`config.mk`:
```
export PLATFORM = sky130hd
export DESIGN_NAME = quiz_round_ctrl
export DESIGN_NICKNAME = d
export VERILOG_FILES = /design/src/rtl/quiz_pkg.sv /design/src/rtl/quiz_timer.sv /design/src/rtl/quiz_round_ctrl.sv
export SDC_FILE = /design/constraint.sdc
export NUM_CORES = 1
export LEC_CHECK = 0
export ABC_CLOCK_PERIOD_IN_PS = 2150
export BUFFER_PORTS_ARGS = -buffer_cell sky130_fd_sc_hd__buf_2
export CAP_MARGIN = 20
export CORE_MARGIN = 3
export CORE_UTILIZATION = 48
export CTS_BUF_LIST = sky130_fd_sc_hd__clkbuf_16
export CTS_CLUSTER_DIAMETER = 30
export CTS_CLUSTER_SIZE = 40
export DETAILED_ROUTE_END_ITERATION = 10
export GPL_TIMING_DRIVEN = 0
export PLACE_DENSITY = 0.76
export SLEW_MARGIN = 20
export SYNTH_ARGS = -nofsm -noshare
export SYNTH_HDL_FRONTEND = slang
export SYNTH_SLANG_ARGS = --single-unit
```
`constraint.sdc`:
```
create_clock -name clk -period 2.15 [get_ports clk]
set_input_delay 0.5375 -clock clk [delete_from_list [all_inputs] [get_ports clk]]
set_output_delay 0.5375 -clock clk [all_outputs]
set_load 0.005 [all_outputs]
```
`src/rtl/quiz_pkg.sv`:
```
// Shared types and constants for the quiz round controller.
package quiz_pkg;

    localparam int DATA_W = 4;

    typedef enum logic [2:0] {
        S_IDLE,
        S_SPIN,
        S_LATCH,
        S_LOAD,
        S_ASK,
        S_RESULT,
        S_DONE
    } state_t;

    localparam logic [1:0] LCG_LATCH = 2'd0;
    localparam logic [1:0] LCG_SPIN  = 2'd1;
    localparam logic [1:0] LCG_HOLD  = 2'd2;

    function automatic logic [DATA_W-1:0] sat_inc(input logic [DATA_W-1:0] v);
        return (v == {DATA_W{1'b1}}) ? v : v + 1'b1;
    endfunction

endpackage

```
`src/rtl/quiz_timer.sv`:
```
// Answer-window countdown: loads the limit, counts down on tick, flags the final tick.
module quiz_timer
    import quiz_pkg::*;
(
    input  logic              clk,
    input  logic              rst,
    input  logic              load_i,
    input  logic [DATA_W-1:0] limit_i,
    input  logic              tick_i,
    output logic [DATA_W-1:0] time_left_o,
    output logic              expire_o
);

    logic [DATA_W-1:0] time_left_q;

    always_ff @(posedge clk) begin
        if (rst) begin
            time_left_q <= '0;
        end else if (load_i) begin
            time_left_q <= limit_i;
        end else if (tick_i && time_left_q != '0) begin
            time_left_q <= time_left_q - 1'b1;
        end
    end

    // Combinational so the FSM can leave ASK on the same edge the count hits 0.
    assign expire_o    = tick_i && (time_left_q == DATA_W'(1));
    assign time_left_o = time_left_q;

endmodule

```
`src/rtl/quiz_round_ctrl.sv`:
```
// Quiz game controller: sequences LCG spin/latch, asks questions, scores answers.
module quiz_round_ctrl
    import quiz_pkg::*;
#(
    parameter int ROUNDS     = 8,
    parameter int TIME_LIMIT = 9
) (
    input  logic              clk,
    input  logic              rst,
    input  logic              start_btn,
    input  logic              submit_btn,
    input  logic [DATA_W-1:0] answer_in,
    input  logic              tick,
    input  logic [DATA_W-1:0] rand_in,
    output logic [1:0]        lcg_state,
    output logic [DATA_W-1:0] question,
    output logic              show_q,
    output logic [DATA_W-1:0] time_left,
    output logic [DATA_W-1:0] score,
    output logic [DATA_W-1:0] round,
    output logic              correct,
    output logic              wrong,
    output logic              done
);

    localparam logic [DATA_W-1:0] ROUNDS_V = DATA_W'(ROUNDS);
    localparam logic [DATA_W-1:0] LIMIT_V  = DATA_W'(TIME_LIMIT);

    state_t            state_q;
    logic [1:0]        lcg_q;
    logic [DATA_W-1:0] question_q, score_q, round_q;
    logic              show_q_q, correct_q, wrong_q, done_q;
    logic              expire, verdict_ok;

    quiz_timer u_timer (
        .clk        (clk),
        .rst        (rst),
        .load_i     (state_q == S_LOAD),
        .limit_i    (LIMIT_V),
        .tick_i     (tick && state_q == S_ASK),
        .time_left_o(time_left),
        .expire_o   (expire)
    );

    // A submit in the same cycle as the final tick is still judged on the answer.
    assign verdict_ok = submit_btn && (answer_in == question_q);

    always_ff @(posedge clk) begin
        if (rst) begin
            state_q    <= S_IDLE;
            lcg_q      <= LCG_HOLD;
            question_q <= '0;
            score_q    <= '0;
            round_q    <= '0;
            show_q_q   <= 1'b0;
            correct_q  <= 1'b0;
            wrong_q    <= 1'b0;
            done_q     <= 1'b0;
        end else begin
            correct_q <= 1'b0;
            wrong_q   <= 1'b0;
            case (state_q)
                S_IDLE, S_DONE: begin
                    if (start_btn) begin
                        score_q <= '0;
                        round_q <= '0;
                        done_q  <= 1'b0;
                        lcg_q   <= LCG_SPIN;
                        state_q <= S_SPIN;
                    end
                end
                S_SPIN: begin
                    if (tick) begin
                        lcg_q   <= LCG_LATCH;
                        state_q <= S_LATCH;
                    end
                end
                S_LATCH: begin
                    lcg_q   <= LCG_HOLD;
                    state_q <= S_LOAD;
                end
                S_LOAD: begin
                    question_q <= rand_in;
                    show_q_q   <= 1'b1;
                    state_q    <= S_ASK;
                end
                S_ASK: begin
                    if (submit_btn || expire) begin
                        correct_q <= verdict_ok;
                        wrong_q   <= !verdict_ok;
                        if (verdict_ok) score_q <= sat_inc(score_q);
                        round_q  <= round_q + 1'b1;
                        show_q_q <= 1'b0;
                        state_q  <= S_RESULT;
                    end
                end
                S_RESULT: begin
                    if (round_q == ROUNDS_V) begin
                        done_q  <= 1'b1;
                        state_q <= S_DONE;
                    end else begin
                        lcg_q   <= LCG_SPIN;
                        state_q <= S_SPIN;
                    end
                end
                default: begin
                    lcg_q   <= LCG_HOLD;
                    state_q <= S_IDLE;
                end
            endcase
        end
    end

    assign lcg_state = lcg_q;
    assign question  = question_q;
    assign show_q    = show_q_q;
    assign score     = score_q;
    assign round     = round_q;
    assign correct   = correct_q;
    assign wrong     = wrong_q;
    assign done      = done_q;

endmodule

```
==> summary.md, run 1 <==
| Metric | Value |
|---|---|
| Tmin final | `1.779 ns` |
| Period utilisation layout | `0.8275` |
| Crit start category | `register` |
| GRT Total Usage | `0.2021` |
| Worst Setup SP | `state_q[2]` |
| Top Ports | `35` |
| Synth Register Bits | `25` |
| Final Hold Fails | `0` |
| Kind of critical path | `reg -> reg` |
| Seq/Total Area, Yosys | `0.3521` |
| Root Buffer | `clkbuf_16` |
| Global-route wire length before repair | `5589 um` |
| Met3 wire len | `199 um` |
| Worst Tran Pin Value | `0.5448 ns` |
| Leak Pwr | `0.7442 nW` |
| Die area | `3650 um2` |
| Setup Skew | `0.003469 ns` |
| Max-cap viol count | `0` |
| PortBufs | `34` |
| Reg area | `500.5 um2` |
| CTS buffer count | `3` |
| Maximum clock frequency | `562.1 MHz` |
| Worst hold path type | `reg -> reg` |
| Mapped Area | `1421 um2` |
| DRC violations left | `0` |
| Status | `complete, no violations` |
| CTS clk-pin slew, worst paths | `0.06 ns` |
| Total negative setup slack | `0 ns` |
| H-tree levels | `1` |
| Ant. Diodes | `0` |
| Cell Pwr Density | `710.0 nW/um2` |
| Layout Nets | `228` |
| Met2 wire length | `1523 um` |
| Worst Slack Setup Final | `0.3709 ns` |
| Largest net degree at the start of global routing | `14` |
| Die X-Extent | `60.42 um` |
| Maximum VDD drop | `0.5912 mV` |
| # Post-CTS Setup Buffers | `0` |
| Via-per-instance ratio | `5.838` |
| Final setup viols | `0` |
| Vias in the first global route | `1281` |
| Slew headroom | `0.6330` |
| Multi-input combinational cell area | `832.0 um2` |
| CTS tree | `yes` |
| Max Used Layer | `met4` |
| WL met1 | `1577 um` |
| Grt ovf | `0` |
| CTS Hold Bufs | `0` |
| Initial antenna violation count | `0` |
| DRT antenna net count | `0` |
| Most common cell after layout, fill and taps aside | `buf_2` |
| Initial Util | `0.5110` |
| Reg-to-reg setup timing slack | `0.37 ns` |
| Die H | `60.42 um` |
| Critical R2R Launch | `state_q[2]` |
| Worst skew pair latency | `0.26 ns` |
| Row count | `19` |
| Drt initial violations | `24` |
| Via count | `1401` |
| Unrepaired setup endpoints after global routing | `no` |
| CTS sink cnt | `25` |
| Worst EP arrival | `1.94 ns` |
| Share of layout cells above drive strength 1 | `0.2440` |
| Yosys warns | `0` |
| Pre-CTS worst setup slack | `0.3665 ns` |
| Synth Area per Inst | `8.312 um2` |
| Worst Path Required | `2.31 ns` |
| Max clock buf depth | `2` |
| Post-CTS sizing | `0` |
| Crit-path max FO | `9` |
| Fin. max-slew vios | `0` |
| Wire length per cell | `13.99 um` |
| Hold wc startpoint | `lcg_state[0]` |
| Netlist cell types | `51` |
| GPL Wtd Cong | `0.7935` |
| Asr flop ratio synth | `0` |
| Core Area | `2781 um2` |
| DP HPWL | `2511 um` |
| DRT Wirelength | `3358 um` |
| Iteration count of the initial detailed-routing pass | `4` |
| Syn Nets | `189` |
| Post-Syn Instances | `171` |
| Most frequent cells in the layout | `buf_2 (39), dfxtp_1 (25), a21oi_1 (14), nand2_1 (14), nor2_1 (13)` |
| Fillcell total | `244` |
| Area growth, synth to finish | `20.25%` |
| Top_reg_cell synth | `dfxtp_1` |
| CP Capture Type | `register` |
| EDFF count, synth | `0` |
layout make-up:
type / instances / area share
multi-input combinational: 126 / 0.4868
sequential: 25 / 0.2928
timing repair buffer: 34 / 0.09956
clock buffer: 3 / 0.04392
buffer: 11 / 0.03221
tap: 31 / 0.02269
inverter: 9 / 0.01977
clock inverter: 1 / 0.002196
registers in the layout, summed over array words and instances, names as in the netlist:
| signal | flops |
|---|---|
| correct | 1 |
| done | 1 |
| lcg_state | 2 |
| question | 4 |
| round | 4 |
| score | 4 |
| show_q | 1 |
| state_q | 3 |
| u_timer.time_left_o | 4 |
| wrong | 1 |
synthesized netlist by cell type, drive strengths merged, types with 3 or more instances:
cell type	count	area share
nor2	13	0.034
a21oi	14	0.049
inv	9	0.024
nand2	14	0.037
and3	5	0.022
clkbuf	4	0.011
nor3	4	0.018
a311oi	4	0.025
nand4	3	0.013
ha	5	0.044
dfxtp	25	0.35
nand3	5	0.018
a311o	3	0.021
xor2	5	0.031
o21ai	7	0.025
nand2b	3	0.013
o211ai	5	0.026
buf	7	0.028
cell families after synthesis:
group           synth area share
simple gates              0.2509
compound gates            0.2403
flops                     0.3521
buf+inv                  0.06249
xor+xnor                 0.04313
fa+ha+maj                0.04401
mux                     0.007043
path summary, 6_finish.rpt:
kind | endpoint | cells after the start
setup / recovery | u_timer.time_left_o[1] | 5
hold / removal | lcg_state[0] | 2
setup reg to reg | u_timer.time_left_o[1] | 5
hold reg to reg | lcg_state[0] | 2
power breakdown:
group          internal [mW]  switching (mW)  leakage (nW)  total (mW)
clock network          0.249           0.164        0.0423       0.413
logic                  0.121           0.167         0.499       0.288
registers              0.492          0.0213         0.203       0.513
total                  0.861           0.352         0.744        1.21
metrics by stage:
step,power [mW],instances,utilization,instance area [um2],hold WS (ns)
after global placement,0.7967,236,0.5861,1630,0.4560
after floorplan,0.7260,171,-,1421,0.4658
after global routing,1.279,240,0.6145,1709,0.5153
after CTS,1.221,240,0.6145,1709,0.4766
after detailed placement,0.8066,236,0.5861,1630,0.4656
final,1.214,240,0.6145,1709,0.4712
routing by layer:
metal	track usage	up-vias
met1	0.2581	655
li1	-	697
met5	0	-
met3	0.03617	5
met4	0.08978	0
met2	0.3333	44
critical path: stages (launching register included):
cell	delay [ns]
dfxtp_1	0.42
nor3b_2	0.48
and3_1	0.24
buf_2	0.16
nor2_1	0.06
a2111oi_2	0.33
Note: power is estimated with default switching activity, not from simulation.
==> run 2: changes to the inputs <==
Settings changed: ABC_CLOCK_PERIOD_IN_PS 2150 to 1750.
Clock period 2.15 ns to 1.75 ns, I/O delays scaled along.
==> run 2 against run 1 <==
  * Worst hold slack worse by 0.048 ns
  * Highest routed layer unchanged
  * Wire length grew 0.30%
  * Largest power group unchanged
  * Core utilization up 1.6 points
  * Largest cell class unchanged
==> summary.md, run 2 (same netlist as run 1, synthesis figures left out) <==
| Metric | Value |
|---|---|
| Status | `complete, no violations (unchanged)` |
| Crit start category | `register (unchanged)` |
| Iteration count of the initial detailed-routing pass | `4 (unchanged)` |
| Drt initial violations | `22 (was 24)` |
| CTS buffer count | `3 (unchanged)` |
| Worst skew pair latency | `0.26 ns (about the same)` |
| GPL Wtd Cong | `0.7935 (unchanged)` |
| CTS sink cnt | `25 (unchanged)` |
| Setup Skew | `0.003584 ns (was 0.003469 ns)` |
| Maximum clock frequency | `579.6 MHz (was 562.1 MHz)` |
| Die H | `60.42 um (unchanged)` |
| Initial antenna violation count | `0 (unchanged)` |
| Most common cell after layout, fill and taps aside | `buf_2 (unchanged)` |
| H-tree levels | `1 (unchanged)` |
| DP HPWL | `2511 um (unchanged)` |
| Reg-to-reg setup timing slack | `0.02 ns (was 0.37 ns)` |
| Leak Pwr | `0.7509 nW (was 0.7442 nW)` |
| Worst hold path type | `in -> reg (was reg -> reg)` |
| Final Hold Fails | `0 (unchanged)` |
| DRT Wirelength | `3368 um (was 3358 um)` |
| Area growth, synth to finish | `23.42% (was 20.25%)` |
| Via-per-instance ratio | `5.833 (was 5.838)` |
| CTS Hold Bufs | `0 (unchanged)` |
| Period utilisation layout | `0.9859 (was 0.8275)` |
| Total negative setup slack | `0 ns (unchanged)` |
| DRT antenna net count | `0 (unchanged)` |
| Crit-path max FO | `5 (was 9)` |
| Share of layout cells above drive strength 1 | `0.2919 (was 0.2440)` |
| Max clock buf depth | `2 (unchanged)` |
| Core Area | `2781 um2 (unchanged)` |
| Worst Slack Setup Final | `0.02476 ns (was 0.3709 ns)` |
| CTS clk-pin slew, worst paths | `0.06 ns (about the same)` |
| Worst EP arrival | `1.88 ns (was 1.94 ns)` |
| GRT Total Usage | `0.2030 (was 0.2021)` |
| Grt ovf | `0 (unchanged)` |
| Vias in the first global route | `1284 (was 1281)` |
| Non-filler cells, final | `240 (unchanged)` |
| Fillcell total | `235 (was 244)` |
| Max-cap viol count | `0 (unchanged)` |
| Worst Path Required | `1.91 ns (was 2.31 ns)` |
| Register-to-Register Path Depth | `6 (was 5)` |
| Hold Path Sink | `question[0] (was lcg_state[0])` |
| Wire length per cell | `14.03 um (was 13.99 um)` |
| Worst Setup SP | `u_timer.time_left_o[0] (was state_q[2])` |
| Initial Util | `0.5110 (unchanged)` |
| Ant. Diodes | `0 (unchanged)` |
| Hold wc startpoint | `rand_in[0] (was lcg_state[0])` |
| Worst hold path depth | `3 (was 2)` |
| Largest net degree at the start of global routing | `14 (unchanged)` |
| CP Capture Type | `register (unchanged)` |
| Via count | `1400 (was 1401)` |
| Slew headroom | `0.6127 (was 0.6330)` |
| Critical R2R Launch | `u_timer.time_left_o[0] (was state_q[2])` |
| Root Buffer | `clkbuf_16 (unchanged)` |
| Die X-Extent | `60.42 um (unchanged)` |
| Layout Nets | `228 (unchanged)` |
| Maximum VDD drop | `0.7377 mV (was 0.5912 mV)` |
| Most frequent cells in the layout | `buf_2 (37), dfxtp_1 (18), a21oi_1 (14), nand2_1 (14), nor2_1 (13) (was buf_2 (39), dfxtp_1 (25), a21oi_1 (14), nand2_1 (14), nor2_1 (13))` |
| DRC violations left | `0 (unchanged)` |
| Die area | `3650 um2 (unchanged)` |
| Worst R2R End | `u_timer.time_left_o[1] (unchanged)` |
| Top Ports | `35 (unchanged)` |
| Tmin final | `1.725 ns (was 1.779 ns)` |
| Row count | `19 (unchanged)` |
| Unrepaired setup endpoints after global routing | `yes (was no)` |
| Pre-CTS worst setup slack | `-0.01463 ns (was 0.3665 ns)` |
| Fin. max-slew vios | `0 (unchanged)` |
| Hold WS | `0.4228 ns (was 0.4712 ns)` |
| Worst Tran Pin Value | `0.5809 ns (was 0.5448 ns)` |
| Kind of critical path | `reg -> reg (unchanged)` |
| PortBufs | `34 (unchanged)` |
| Cell Pwr Density | `863.5 nW/um2 (was 710.0 nW/um2)` |
| CTS tree | `yes (unchanged)` |
| Global-route wire length before repair | `5609 um (was 5589 um)` |
| Post-placement cell count | `236 (unchanged)` |
| Final setup viols | `0 (unchanged)` |
-- run 2: cell count changes in the layout (fill, tap and decap cells not counted), moves of 2 or more --
| cell | before | now |
|---|---|---|
| dfxtp_1 | 25 | 18 |
| buf_2 | 39 | 37 |
| dfxtp_2 | 0 | 7 |
| buf_4 | 0 | 3 |
-- run 2: area by class of cell --
class / instances / area [um2] / share of cell area
multi-input cells: 126 / 859.6 / 0.4900
flip-flops and latches: 25 / 509.2 / 0.2903
repair buffers: 35 / 177.7 / 0.1013
clock buffers: 3 / 75.07 / 0.04280
plain buffers: 10 / 56.30 / 0.03210
well taps: 31 / 38.79 / 0.02211
inverters: 9 / 33.78 / 0.01926
clock inverters: 1 / 3.754 / 0.002140
-- run 2: worst max-delay path, stage by stage (launching register included) --
cell and delay, ns:
dfxtp_2 0.35, inv_1 0.06, ha_1 0.16, or3b_4 0.38, and3_1 0.19, buf_2 0.16, a2111oi_4 0.33
-- run 2: timing repair --
action,CTS,global route
setup endpoints to repair,2,7
pin swaps,0,1
setup buffers,0,1
resized for setup,3,12
-- run 2: stage by stage --
step,instance area (um2),util,power (mW)
2_1_floorplan,1421,-,0.8919
3_3_place_gp,1630,0.5861,0.9788
3_5_place_dp,1630,0.5861,0.9909
4_1_cts,1718,0.6176,1.507
5_1_grt,1754,0.6307,1.599
6_report,1754,0.6307,1.515
-- run 2: layer usage --
layer | GRT usage | vias up | share of wire
met3 | 0.04255 | 5 | 0.057
met5 | 0 | - | 0
met4 | 0.09288 | 0 | 0.017
met1 | 0.2568 | 654 | 0.47
li1 | - | 699 | -
met2 | 0.3318 | 42 | 0.46
-- run 2: worst max-delay path by stage --
stage          slack [ns]  depth (start not counted)                     end
4_1_cts            0.0004                          6  u_timer.time_left_o[1]
5_1_grt             -0.07                          7  u_timer.time_left_o[3]
3_3_place_gp         0.03                          6            lcg_state[0]
2_1_floorplan        0.12                          6  u_timer.time_left_o[1]
3_5_place_dp        -0.01                          5  u_timer.time_left_o[1]
6_report             0.02                          6  u_timer.time_left_o[1]
-- run 2: power breakdown --
group	leakage (nW)	switching, mW	internal, mW
Combinational	0.503	0.208	0.163
Clock	0.0423	0.200	0.306
Sequential	0.206	0.0296	0.608
==> run 3: changes to the inputs <==
Settings changed: CORE_ASPECT_RATIO set to 1.4, SYNTH_HIERARCHICAL set to 1.
==> run 3 against run 2 <==
  * The run now ends with negative setup slack left
  * Synthesized cell count fell by 1.2%
  * Total power rose by 55%
  * Worst hold slack got worse by 0.0021 ns
  * Cell count rose by 7.5%
  * First-iteration DRC count rose by 73%
  * Maximum frequency fell by 11%
  * Sequential cell count did not move
  * Via count rose by 7.1%
  * Global-route usage rose by 1.2 points
  * Clock skew barely moved
  * Count of clock-buffer cells in the layout did not move
  * Critical path type unchanged
  * Critical endpoint is now round[2]
==> summary.md, run 3 <==
| Metric | Value |
|---|---|
| Die X-Extent | `51.81 um (was 60.42 um)` |
| Hold WS | `0.4207 ns (was 0.4228 ns)` |
| Worst Setup SP | `state_q[2] (was u_timer.time_left_o[0])` |
| Register-to-Register Path Depth | `7 (was 6)` |
| Hold wc startpoint | `rand_in[2] (was rand_in[0])` |
| Final setup viols | `7 (was 0)` |
| Die H | `70.13 um (was 60.42 um)` |
| Vias in the first global route | `1430 (was 1284)` |
| Synth top area share | `0.3549 (was 0.3521)` |
| Top_reg_cell synth | `dfxtp_1 (unchanged)` |
| EDFF count, synth | `0 (unchanged)` |
| DRT Wirelength | `3653 um (was 3368 um)` |
| Global-route wire length before repair | `6134 um (was 5609 um)` |
| Top Ports | `35 (unchanged)` |
| Max-cap viol count | `0 (unchanged)` |
| Reg-to-reg setup timing slack | `-0.18 ns (was 0.02 ns)` |
| Seq/Total Area, Yosys | `0.3549 (was 0.3521)` |
| Netlist cell types | `49 (was 51)` |
| Worst Tran Pin Value | `0.5231 ns (was 0.5809 ns)` |
| Post-Syn Instances | `169 (was 171)` |
| Root Buffer | `clkbuf_16 (unchanged)` |
| Worst hold path type | `in -> reg (unchanged)` |
| Synth top cells by count | `dfxtp_1 (25), nand2_1 (16), nor2_1 (14) (was dfxtp_1 (25), a21oi_1 (14), nand2_1 (14))` |
| Row count | `22 (was 19)` |
| Top-count cell post-synth | `dfxtp_1 (unchanged)` |
| Yosys warns | `6 (was 0)` |
| CP cell instances | `buf_6 > nor3b_4 > and2_4 > nor4bb_4 > nor3_4 > or4_1 > a21oi_2 (was inv_1 > ha_1 > or3b_4 > and3_1 > buf_2 > a2111oi_4)` |
| GPL Wtd Cong | `0.8867 (was 0.7935)` |
| Via count | `1499 (was 1400)` |
| Synth Area per Inst | `8.344 um2 (was 8.312 um2)` |
| GRT Total Usage | `0.2151 (was 0.2030)` |
| CTS tree | `yes (unchanged)` |
| CTS sink cnt | `25 (unchanged)` |
| Worst path bufs/invs | `1 (was 2)` |
| Core Util, Final | `0.6915 (was 0.6307)` |
| Ant. Diodes | `0 (unchanged)` |
| Period utilisation layout | `1.104 (was 0.9859)` |
| Cell Pwr Density | `1250 nW/um2 (was 863.5 nW/um2)` |
| Unrepaired setup endpoints after global routing | `yes (unchanged)` |
| Crit start category | `register (unchanged)` |
| Maximum clock frequency | `517.7 MHz (was 579.6 MHz)` |
| Worst Path Required | `1.94 ns (was 1.91 ns)` |
| PortBufs | `33 (was 34)` |
| Fillcell total | `228 (was 235)` |
| CTS buffer count | `3 (unchanged)` |
| Largest area contributor in the netlist | `dfxtp_1 (unchanged)` |
| Worst Slack Setup Final | `-0.1818 ns (was 0.02476 ns)` |
| Worst EP arrival | `2.13 ns (was 1.88 ns)` |
| CTS clk-pin slew, worst paths | `0.06 ns (about the same)` |
| Worst skew pair latency | `0.26 ns (about the same)` |
| Crit-path max FO | `5 (unchanged)` |
| Iteration count of the initial detailed-routing pass | `4 (unchanged)` |
| Via-per-instance ratio | `5.810 (was 5.833)` |
| Core Area | `2725 um2 (was 2781 um2)` |
| Initial Util | `0.5174 (was 0.5110)` |
| Mapped Area | `1410 um2 (was 1421 um2)` |
| Fin. max-slew vios | `0 (unchanged)` |
| Critical R2R Launch | `state_q[2] (was u_timer.time_left_o[0])` |
| Leak Pwr | `0.7604 nW (was 0.7509 nW)` |
| Kind of cell adding the most delay to the critical path | `simple AND/OR/NAND/NOR gates (unchanged)` |
| Crit path to | `round[2] (was u_timer.time_left_o[1])` |
| Max clock buf depth | `2 (unchanged)` |
| DRT antenna net count | `0 (unchanged)` |
| Initial antenna violation count | `0 (unchanged)` |
| Final Hold Fails | `0 (unchanged)` |
| Pre-CTS worst setup slack | `-0.4789 ns (was -0.01463 ns)` |
| Setup Skew | `0.003652 ns (was 0.003584 ns)` |
| Drt initial violations | `38 (was 22)` |
| Synth Register Bits | `25 (unchanged)` |
| DP HPWL | `2624 um (was 2511 um)` |
| Most common cell after layout, fill and taps aside | `buf_2 (unchanged)` |
| Failing checks | `negative setup slack` |
| Status | `complete, but fails checks (was complete, no violations)` |
| Tmin final | `1.932 ns (was 1.725 ns)` |
| CP max stage delay | `0.50 ns (was 0.38 ns)` |
| CP Capture Type | `register (unchanged)` |
| DRC violations left | `0 (unchanged)` |
| Share of layout cells above drive strength 1 | `0.3288 (was 0.2919)` |
| Area growth, synth to finish | `33.63% (was 23.42%)` |
| Grt ovf | `0 (unchanged)` |
| Slew headroom | `0.6476 (was 0.6127)` |
| Crit-path slowest cell | `or4_1 (was or3b_4)` |
| Layout Nets | `241 (was 228)` |
| Top area cells in the synthesized netlist | `dfxtp_1 (35%), ha_1 (4.4%), a21oi_1 (4.3%) (was dfxtp_1 (35%), a21oi_1 (4.9%), ha_1 (4.4%))` |
| Largest net degree at the start of global routing | `14 (unchanged)` |
| H-tree levels | `1 (unchanged)` |
| Asr flop ratio synth | `0 (unchanged)` |
| Pwr Total | `2.355 mW (was 1.515 mW)` |
| Maximum VDD drop | `0.9414 mV (was 0.7377 mV)` |
| Wire length per cell | `14.16 um (was 14.03 um)` |
| CP Depth | `7 (was 6)` |
| Worst R2R End | `round[2] (was u_timer.time_left_o[1])` |
| Most frequent cells in the layout | `buf_2 (33), dfxtp_1 (22), nand2_1 (16), buf_4 (15), nor2_1 (14) (was buf_2 (37), dfxtp_1 (18), a21oi_1 (14), nand2_1 (14), nor2_1 (13))` |
| Kind of critical path | `reg -> reg (unchanged)` |
| Die area | `3633 um2 (was 3650 um2)` |
run 3: changes by cell type in the layout (fill, tap and decap cells not counted), sizes merged, moves of 3 or more:
| cell | change |
|---|---|
| and3 | -5 |
| buf | +9 |
| conb | +4 |
| nand3 | +4 |
| nor3 | +4 |
| or4 | +3 |
| xnor2 | +3 |
| xor2 | -5 |
run 3: worst min path at each step:
stage                               to  slack [ns]  cells past startpoint
final                      question[2]        0.42                      3
after global routing       question[2]        0.44                      3
after CTS                  question[2]        0.42                      3
after detailed placement  lcg_state[0]        0.46                      2
after global placement    lcg_state[0]        0.45                      2
after floorplan           lcg_state[0]        0.45                      2
run 3: cells by family after synthesis:
group / Yosys count / share of synthesized area
adder cells (fa/ha/maj): 5 / 0.04437
multiplexers: 2 / 0.01420
flip-flops: 25 / 0.3549
buffers and inverters: 16 / 0.04525
AND/OR/NAND/NOR: 68 / 0.2680
other: 2 / 0.005326
XOR/XNOR: 5 / 0.03105
AO/OA/AOI/OAI: 46 / 0.2369
run 3: report_power, final:
part | internal [mW] | switching (mW) | leakage [nW] | total, mW
logic | 0.517 | 0.602 | 0.514 | 1.12
clock network | 0.305 | 0.192 | 0.0423 | 0.497
registers | 0.659 | 0.0791 | 0.204 | 0.738
run 3: layout make-up:
| type | instances | area [um2] | share of cell area |
|---|---|---|---|
| well taps | 36 | 45.04 | 0.02390 |
| repair buffers | 48 | 277.8 | 0.1474 |
| multi-input cells | 130 | 904.6 | 0.4801 |
| clock inverters | 1 | 3.754 | 0.001992 |
| plain buffers | 5 | 33.78 | 0.01793 |
| inverters | 10 | 40.04 | 0.02125 |
| clock buffers | 3 | 75.07 | 0.03984 |
| flip-flops and latches | 25 | 504.2 | 0.2676 |
run 3: worst register-to-register path, stage by stage (launching register included):
cell      delay (ns)
dfxtp_2         0.33
buf_6           0.10
nor3b_4         0.21
and2_4          0.19
nor4bb_4        0.31
nor3_4          0.09
or4_1           0.50
a21oi_2         0.13
run 3: per-layer routing:
metal / routed length, um / up-vias / track usage
li1: - / 725 / -
met4: 90 / 0 / 0.1079
met3: 198 / 11 / 0.04478
met2: 1948 / 53 / 0.3725
met5: 0 / - / 0
met1: 1415 / 710 / 0.2394
run 3: per-stage QoR:
step	TNS, ns	cell area, um2	std cells
finish	-0.7049	1884	258
global route	-1.407	1884	258
CTS	-0.6523	1853	256
detailed placement	-2.262	1673	240
global placement	-1.694	1673	240
floorplan	-0.2782	1463	171
run 3: timing repair:
action,CTS,global route
resized for setup,4,6
hold buffers,0,0
pin swaps,4,5
buffers inserted,12,3
endpoints found under the setup margin,9,12
